--- src/rtl/alu_exec_stage.sv ---
// rtl/alu_exec_stage.sv - multi-cycle ALU execute stage with a bit-serial shifter
// Shifts take one cycle per bit; every other op completes in a single cycle.
module alu_exec_stage (
  input  logic        stage_clk,
  input  logic        reset,
  input  logic        start,
  input  logic [31:0] rs1_data,
  input  logic [31:0] rs2_data,
  input  logic [31:0] imm,
  input  logic        use_imm,
  input  logic [3:0]  alu_op,
  input  logic        wb_en,
  output logic [31:0] alu_out,
  output logic        save_to_reg,
  output logic        busy,
  output logic        done
);

  typedef enum logic [1:0] {IDLE, SHIFT, DONE} state_t;

  localparam logic [3:0] OP_ADD  = 4'd0;
  localparam logic [3:0] OP_SUB  = 4'd1;
  localparam logic [3:0] OP_SLL  = 4'd2;
  localparam logic [3:0] OP_SLT  = 4'd3;
  localparam logic [3:0] OP_SLTU = 4'd4;
  localparam logic [3:0] OP_XOR  = 4'd5;
  localparam logic [3:0] OP_SRL  = 4'd6;
  localparam logic [3:0] OP_SRA  = 4'd7;
  localparam logic [3:0] OP_OR   = 4'd8;
  localparam logic [3:0] OP_AND  = 4'd9;

  state_t      r_state;
  logic [31:0] r_work;
  logic [4:0]  r_cnt;
  logic [3:0]  r_op;
  logic        r_wb;

  logic [31:0] w_opb;
  logic [4:0]  w_shamt;
  logic        w_is_shift;
  logic [31:0] w_result;
  logic [31:0] w_step;

  always_comb begin
    w_opb      = use_imm ? imm : rs2_data;
    w_shamt    = w_opb[4:0];
    w_is_shift = (alu_op == OP_SLL) || (alu_op == OP_SRL) || (alu_op == OP_SRA);
  end

  // Single-cycle result; shifts only land here when shamt is zero, so they pass A through.
  always_comb begin
    w_result = 32'd0;
    case (alu_op)
      OP_ADD:  w_result = rs1_data + w_opb;
      OP_SUB:  w_result = rs1_data - w_opb;
      OP_SLT:  w_result = ($signed(rs1_data) < $signed(w_opb)) ? 32'd1 : 32'd0;
      OP_SLTU: w_result = (rs1_data < w_opb) ? 32'd1 : 32'd0;
      OP_XOR:  w_result = rs1_data ^ w_opb;
      OP_OR:   w_result = rs1_data | w_opb;
      OP_AND:  w_result = rs1_data & w_opb;
      OP_SLL, OP_SRL, OP_SRA: w_result = rs1_data;
      default: w_result = 32'd0;
    endcase
  end

  always_comb begin
    w_step = r_work >> 1;
    case (r_op)
      OP_SLL:  w_step = r_work << 1;
      OP_SRA:  w_step = {r_work[31], r_work[31:1]};
      default: w_step = r_work >> 1;
    endcase
  end

  always_ff @(posedge stage_clk or posedge reset) begin
    if (reset) begin
      r_state     <= IDLE;
      r_work      <= 32'd0;
      r_cnt       <= 5'd0;
      r_op        <= 4'd0;
      r_wb        <= 1'b0;
      alu_out     <= 32'd0;
      save_to_reg <= 1'b0;
      busy        <= 1'b0;
      done        <= 1'b0;
    end else begin
      done        <= 1'b0;
      save_to_reg <= 1'b0;
      case (r_state)
        IDLE: begin
          if (start) begin
            r_op <= alu_op;
            r_wb <= wb_en;
            busy <= 1'b1;
            if (w_is_shift && (w_shamt != 5'd0)) begin
              r_work  <= rs1_data;
              r_cnt   <= w_shamt;
              r_state <= SHIFT;
            end else begin
              alu_out     <= w_result;
              done        <= 1'b1;
              save_to_reg <= wb_en;
              r_state     <= DONE;
            end
          end
        end
        SHIFT: begin
          r_work <= w_step;
          r_cnt  <= r_cnt - 5'd1;
          // The last shift and the move to DONE share an edge, giving shamt+1 cycle latency.
          if (r_cnt == 5'd1) begin
            alu_out     <= w_step;
            done        <= 1'b1;
            save_to_reg <= r_wb;
            r_state     <= DONE;
          end
        end
        DONE: begin
          busy    <= 1'b0;
          r_state <= IDLE;
        end
        default: begin
          busy    <= 1'b0;
          r_state <= IDLE;
        end
      endcase
    end
  end

endmodule

--- config.mk ---
export PLATFORM = sky130hd
export DESIGN_NAME = alu_exec_stage
export DESIGN_NICKNAME = d
export VERILOG_FILES = /design/src/rtl/alu_exec_stage.sv
export SDC_FILE = /design/constraint.sdc
export NUM_CORES = 1
export LEC_CHECK = 0
export CAP_MARGIN = 20
export CORE_UTILIZATION = 31
export CTS_CLUSTER_SIZE = 28
export DETAILED_ROUTE_END_ITERATION = 10
export GPL_TIMING_DRIVEN = 0
export PLACE_DENSITY = 0.61
export SYNTH_ARGS = -nofsm -noshare
export SYNTH_HDL_FRONTEND = slang
export SYNTH_SLANG_ARGS = --single-unit
--- constraint.sdc ---
create_clock -name stage_clk -period 5.7 [get_ports stage_clk]
set_input_delay 0.855 -clock stage_clk [delete_from_list [all_inputs] [get_ports stage_clk]]
set_output_delay 0.855 -clock stage_clk [all_outputs]
set_load 0.005 [all_outputs]
==> metrics.txt, run 1 <==
Total Wirelength 44,200 um; routed vias/inst 6.03; Power Total 0.00359 W; first-pass GRT wire length 65,300 um; DR iter-0 viols 1,345; share of layout cells above drive strength 1 3.38%; max-cap viol count 0; DP Wirelength 34,400 um; crit share post-route 94.7%; Port Buffers 137; CTS root buf clkbuf_16; most frequent cells in the layout nand2_1, clkdlybuf4s50_1, a21oi_1; Mapped Nets 1,508; DR pass1 iterations 6; outcome complete, no violations; Slew HR 23.1%; Async SR Flop Fraction 100%; area of the core 30,000 um^2; design area 11,700 um^2; antenna fix cells 0; min-delay src alu_out[1]; die height 177 um; Final Critical Period 5.40 ns; number of flops mapped to enable cells by yosys 0; Leakage Power 5.05 nW; Die Area 31,400 um^2; Clk Latency, worst-skew pair 0.35 ns; Netlist cell types 74; Fin. Hold Viols 0; synthesized area per cell 7.34 um^2; Regs by FF count alu_out: 32 flops, r_work: 32 flops, r_cnt: 5 flops; initial antenna violation count 0; routed length per instance 24.0 um; worst-margin pin slew 1.15 ns; Detail Route Antenna Nets 0; most common cell after layout, fill and taps aside nand2_1; Core Rows 63; CP Capture Type flop; IO Pins 140; final setup fails 0; Arrival @ worst endpoint 5.60 ns; kind of critical path in -> reg; startpoint types primary input; final core area utilization 39.2%; TritonCTS clock tree yes; fmax 0.185 GHz; VDD IR-drop max 0.185 mV; worst r2r src r_state[0]; vias in the first global route 10,300; unrepaired setup endpoints after global routing no; initial core utilization 31.8%; CTS clk-pin slew, worst paths 0.06 ns; Ys Warns 0; largest net degree at the start of global routing 47; filler cell count 3,112; via count 11,100; Yosys reg bits 79; PD cells 306 nW/um^2; top cell type's share of synthesized area 20.8%; dpl cells 1,825; P&R area growth vs syn 23.3%; final net count 1,657; GRT overflow 0; TritonCTS Buffers 9; total global-route track usage 27.9%; Fin Hold WS 0.481 ns; CP required 5.90 ns; Longest Clk Path Bufs 2; crit path launch use_imm; register area share after synthesis 20.8%; routability congestion estimate 0.971; die span in x 177 um; H-tree levels 3; ranking of synthesized cells by area dfrtp_1, ha_1, a21oi_1; Post-Place Cell Area 11,400 um^2; Post-CTS Setup Bufs 0; Max Transition Viols Final 0; Worst Hold Class reg -> reg; final cell count without fillers 1,840; Syn Inst Count 1,296; Worst Skew 0.00763 ns; area leader, netlist dfrtp_1; Post-route DRC 0; Synth Flop Type dfrtp_1; crit path max fanout 10; clock sink count 79; mapped cell area 9520 um^2
area by class of cell:
type | instances | area [um^2] | share of cell area, %
Tap cell | 390 | 488 | 4.16
Clock inverter | 4 | 45.0 | 0.384
Sequential cell | 79 | 1980 | 16.9
Buffer | 85 | 330 | 2.82
Inverter | 98 | 370 | 3.16
Multi-Input combinational cell | 1033 | 6850 | 58.4
Timing Repair Buffer | 139 | 1430 | 12.2
Clock buffer | 12 | 246 | 2.10
worst paths after layout:
| kind | to | slack [ns] | depth (start not counted) |
|---|---|---|---|
| hold / removal | alu_out[1] | 0.48 | 2 |
| setup / recovery | alu_out[22] | 0.30 | 15 |
| min in group asynchronous | r_work[23] | 0.92 | 2 |
| hold reg to reg | alu_out[1] | 0.48 | 2 |
| setup reg to reg | alu_out[19] | 2.60 | 7 |
| max in group asynchronous | r_work[4] | 4.16 | 3 |
cell usage after synthesis (all sizes together) (18+ instances only):
master and instances:
ha 105, nor2 113, a221oi 19, a211oi 18, a21o 23, nand3 27
o21ai 105, a22oi 18, clkbuf 75, mux2i 41, dfrtp 79, nor3 26
nand2 141, o31ai 18, a21oi 126, inv 98, a31oi 27
stage by stage:
step | setup slack (ns) | TNS [ns]
after floorplan | 0.887 | 0
after global placement | -1.19 | -9.32
after detailed placement | -0.609 | -2.68
after CTS | 0.0540 | 0
after global routing | 0.123 | 0
final | 0.302 | 0
routing by layer:
layer  part of all wire (%)  global-route usage [%]  routed length, um
met2                     44                    43.1              19400
met1                     45                    40.2              19700
met5                      0                       0                  0
met3                    8.9                    3.82               3940
met4                    2.7                    7.29               1190
logic make-up after synthesis:
| group | count (synthesis) | synth area share [%] |
|---|---|---|
| buffers and inverters | 184 | 7.34 |
| AO/OA/AOI/OAI | 476 | 32.9 |
| XOR/XNOR | 5 | 0.460 |
| multiplexers | 47 | 5.02 |
| AND/OR/NAND/NOR | 398 | 19.3 |
| flip-flops | 79 | 20.8 |
| adder cells (fa/ha/maj) | 107 | 14.2 |
power by group:
| group | switching (W) | internal, W | leakage [nW] |
|---|---|---|---|
| clock | 0.000243 | 0.000350 | 0.146 |
| sequential | 0.000216 | 0.000822 | 0.975 |
| combinational | 0.00117 | 0.000786 | 3.93 |
critical path, stage by stage:
cell and delay [ns]:
clkbuf_1 0.33, buf_4 0.34, buf_1 0.34, buf_16 0.20, mux2i_2 0.37, ha_2 0.37
inv_1 0.17, o31ai_1 0.41, a22oi_1 0.20, a21oi_1 0.41, o21ai_1 0.29, a21oi_1 0.33
mux2_2 0.37, o21ai_0 0.43, a31oi_1 0.17
what timing repair did:
| action | 4_1_cts | 5_1_grt |
|---|---|---|
| setup endpoints to repair | 3 | 2 |
| hold buffers | 0 | 0 |
| gates resized for setup | 2 | 4 |
(Power assumes the default switching activity.)
==> run 2, diff against run 1 <==
GPL_TIMING_DRIVEN = not set   (was 0)
==> run 2 against run 1 <==
- global-route usage shrank 3.6 points
- critical endpoint is now alu_out[0]
- die area unchanged
- power shrank 3.0%
- worst setup slack gained 0.44 ns
- via count decreased by 5.0%
- worst hold slack gained 0.0064 ns
- register-to-register slack worse by 0.10 ns
- clock-buffer cell count fell by 2
- combinational power fell by 5%
==> metrics.txt, run 2 (synthesis results as in run 1) <==
outcome complete, no violations; Post-route DRC 0; routed length per instance 21.4 um; reg2reg setup slack 2.50 ns; GRT overflow 0; total global-route track usage 24.3%; met3 Usage GRT 2.62%; H-tree levels 3; met2 GRT Util 35.9%; Worst Skew 0.0124 ns; Slew HR 27.3%; Largest stage delay, worst path 0.49 ns; final core area utilization 38.8%; first-pass GRT wire length 58,500 um; worst r2r src r_cnt[1]; area of the core 30,000 um^2; Total Wirelength 38,300 um; crit-path leading delay family simple AND/OR/NAND/NOR gates; routed vias/inst 5.89; Fin Hold WS 0.488 ns; Port Buffers 139; Core Rows 63; TritonCTS Buffers 9; DP Wirelength 29,100 um; final setup fails 0; Arrival @ worst endpoint 5.19 ns; critical path endpoint alu_out[0]; Post-Place Cell Area 11,300 um^2; Top Usage Layer GRT met1; Critical R2R Capture alu_out[31]; CP Capture Type flop; PD cells 300 nW/um^2; Final Critical Period 4.95 ns; TritonCTS clock tree yes; hold_buf cts 0; kind of critical path in -> reg; CTS clk-pin slew, worst paths 0.07 ns; IO Pins 140; unrepaired setup endpoints after global routing no; initial core utilization 31.8%; crit path max fanout 12; antenna fix cells 0; Die Area 31,400 um^2; max-cap viol count 0; design area 11,600 um^2; die height 177 um; worst-path cell chain buf_2, buf_4, mux2i_1, ha_1, or3_1, nor3_1, nor4b_1, o31ai_1, a31oi_1, o21ai_0, and3b_1, o31ai_1, a31oi_1; Leakage Power 5.07 nW; clock sink count 79; initial antenna violation count 0; most common cell after layout, fill and taps aside nand2_1; VDD IR-drop max 0.138 mV; fmax 0.202 GHz; share of layout cells above drive strength 1 5.72%; DR pass1 iterations 5; die span in x 177 um; crit path launch use_imm; Slowest-stage cell, CP or3_1; Post-CTS Setup Bufs 0; CP required 5.94 ns; Max Transition Viols Final 0; DR iter-0 viols 1,157; most frequent cells in the layout nand2_1, clkdlybuf4s50_1, a21oi_1; Detail Route Antenna Nets 0; routability congestion estimate 0.936; vias in the first global route 9,850; P&R area growth vs syn 22.2%; r2r worst-path depth 11; Worst Hold Class reg -> reg; Longest Clk Path Bufs 2; Buffers & Inverters on Critical Path 2; crit share post-route 86.9%; CTS root buf clkbuf_16; Regs by FF count alu_out: 32 flops, r_work: 32 flops, r_cnt: 5 flops; PostCTS Resize Cnt 0; Fin. Hold Viols 0; via count 10,500; largest net degree at the start of global routing 66; CP Depth 13; worst-margin pin slew 1.09 ns; startpoint types primary input; global routing usage on met1 36.4%; Clk Latency, worst-skew pair 0.36 ns; Setup TNS Final 0 ns; final net count 1,605
==> run 2: cell count changes in the layout (fill, tap and decap cells not counted), moves of 3 or more <==
cell,previous run,this run
buf_4,1,33
clkbuf_1,76,0
clkinvlp_4,0,3
buf_1,4,0
buf_2,6,1
==> run 2: final cells by class <==
class	instances	area, um^2
Timing Repair Buffer	172	1630
Inverter	98	369
Clock inverter	6	45.0
Tap cell	390	488
Fill cell	3157	18300
Multi-Input combinational cell	1033	6870
Clock buffer	10	239
Sequential cell	79	1980
==> run 2: worst min path at each step <==
| stage | startpoint | end | slack (ns) | cells after the start |
|---|---|---|---|---|
| 2_1_floorplan | r_wb | save_to_reg | 0.47 | 2 |
| 3_3_place_gp | busy | busy | 0.47 | 1 |
| 3_5_place_dp | alu_out[1] | alu_out[1] | 0.47 | 2 |
| 4_1_cts | alu_out[1] | alu_out[1] | 0.49 | 2 |
| 5_1_grt | busy | busy | 0.51 | 1 |
| 6_report | alu_out[1] | alu_out[1] | 0.49 | 2 |
==> run 2: per-stage QoR <==
| step | power, W | std cells | setup WS [ns] |
|---|---|---|---|
| 3_3_place_gp | 0.00287 | 1772 | 0.493 |
| 2_1_floorplan | 0.00210 | 1296 | 0.887 |
| 3_5_place_dp | 0.00288 | 1772 | 0.482 |
| 4_1_cts | 0.00346 | 1788 | 0.850 |
| 6_report | 0.00349 | 1788 | 0.746 |
| 5_1_grt | 0.00372 | 1788 | 0.601 |
==> run 2: per-layer routing <==
metal	part of all wire, %	vias to the layer above	wire, um
li1	-	4915	-
met1	47	5091	18200
met2	43	466	16300
met3	7.8	55	2980
met4	2.1	0	796
met5	0	-	0
==> run 2: power by group <==
group	internal, W	leakage, nW	switching, W	total (W)
combinational	0.000793	3.96	0.00108	0.00187
clock	0.000309	0.131	0.000266	0.000575
sequential	0.000822	0.975	0.000220	0.00104
==> run 2: tightest hold or removal path, cell delays in order, from the launching register on <==
cell	delay, ns
dfrtp_1	0.35
nand2_1	0.05
nand2_1	0.05
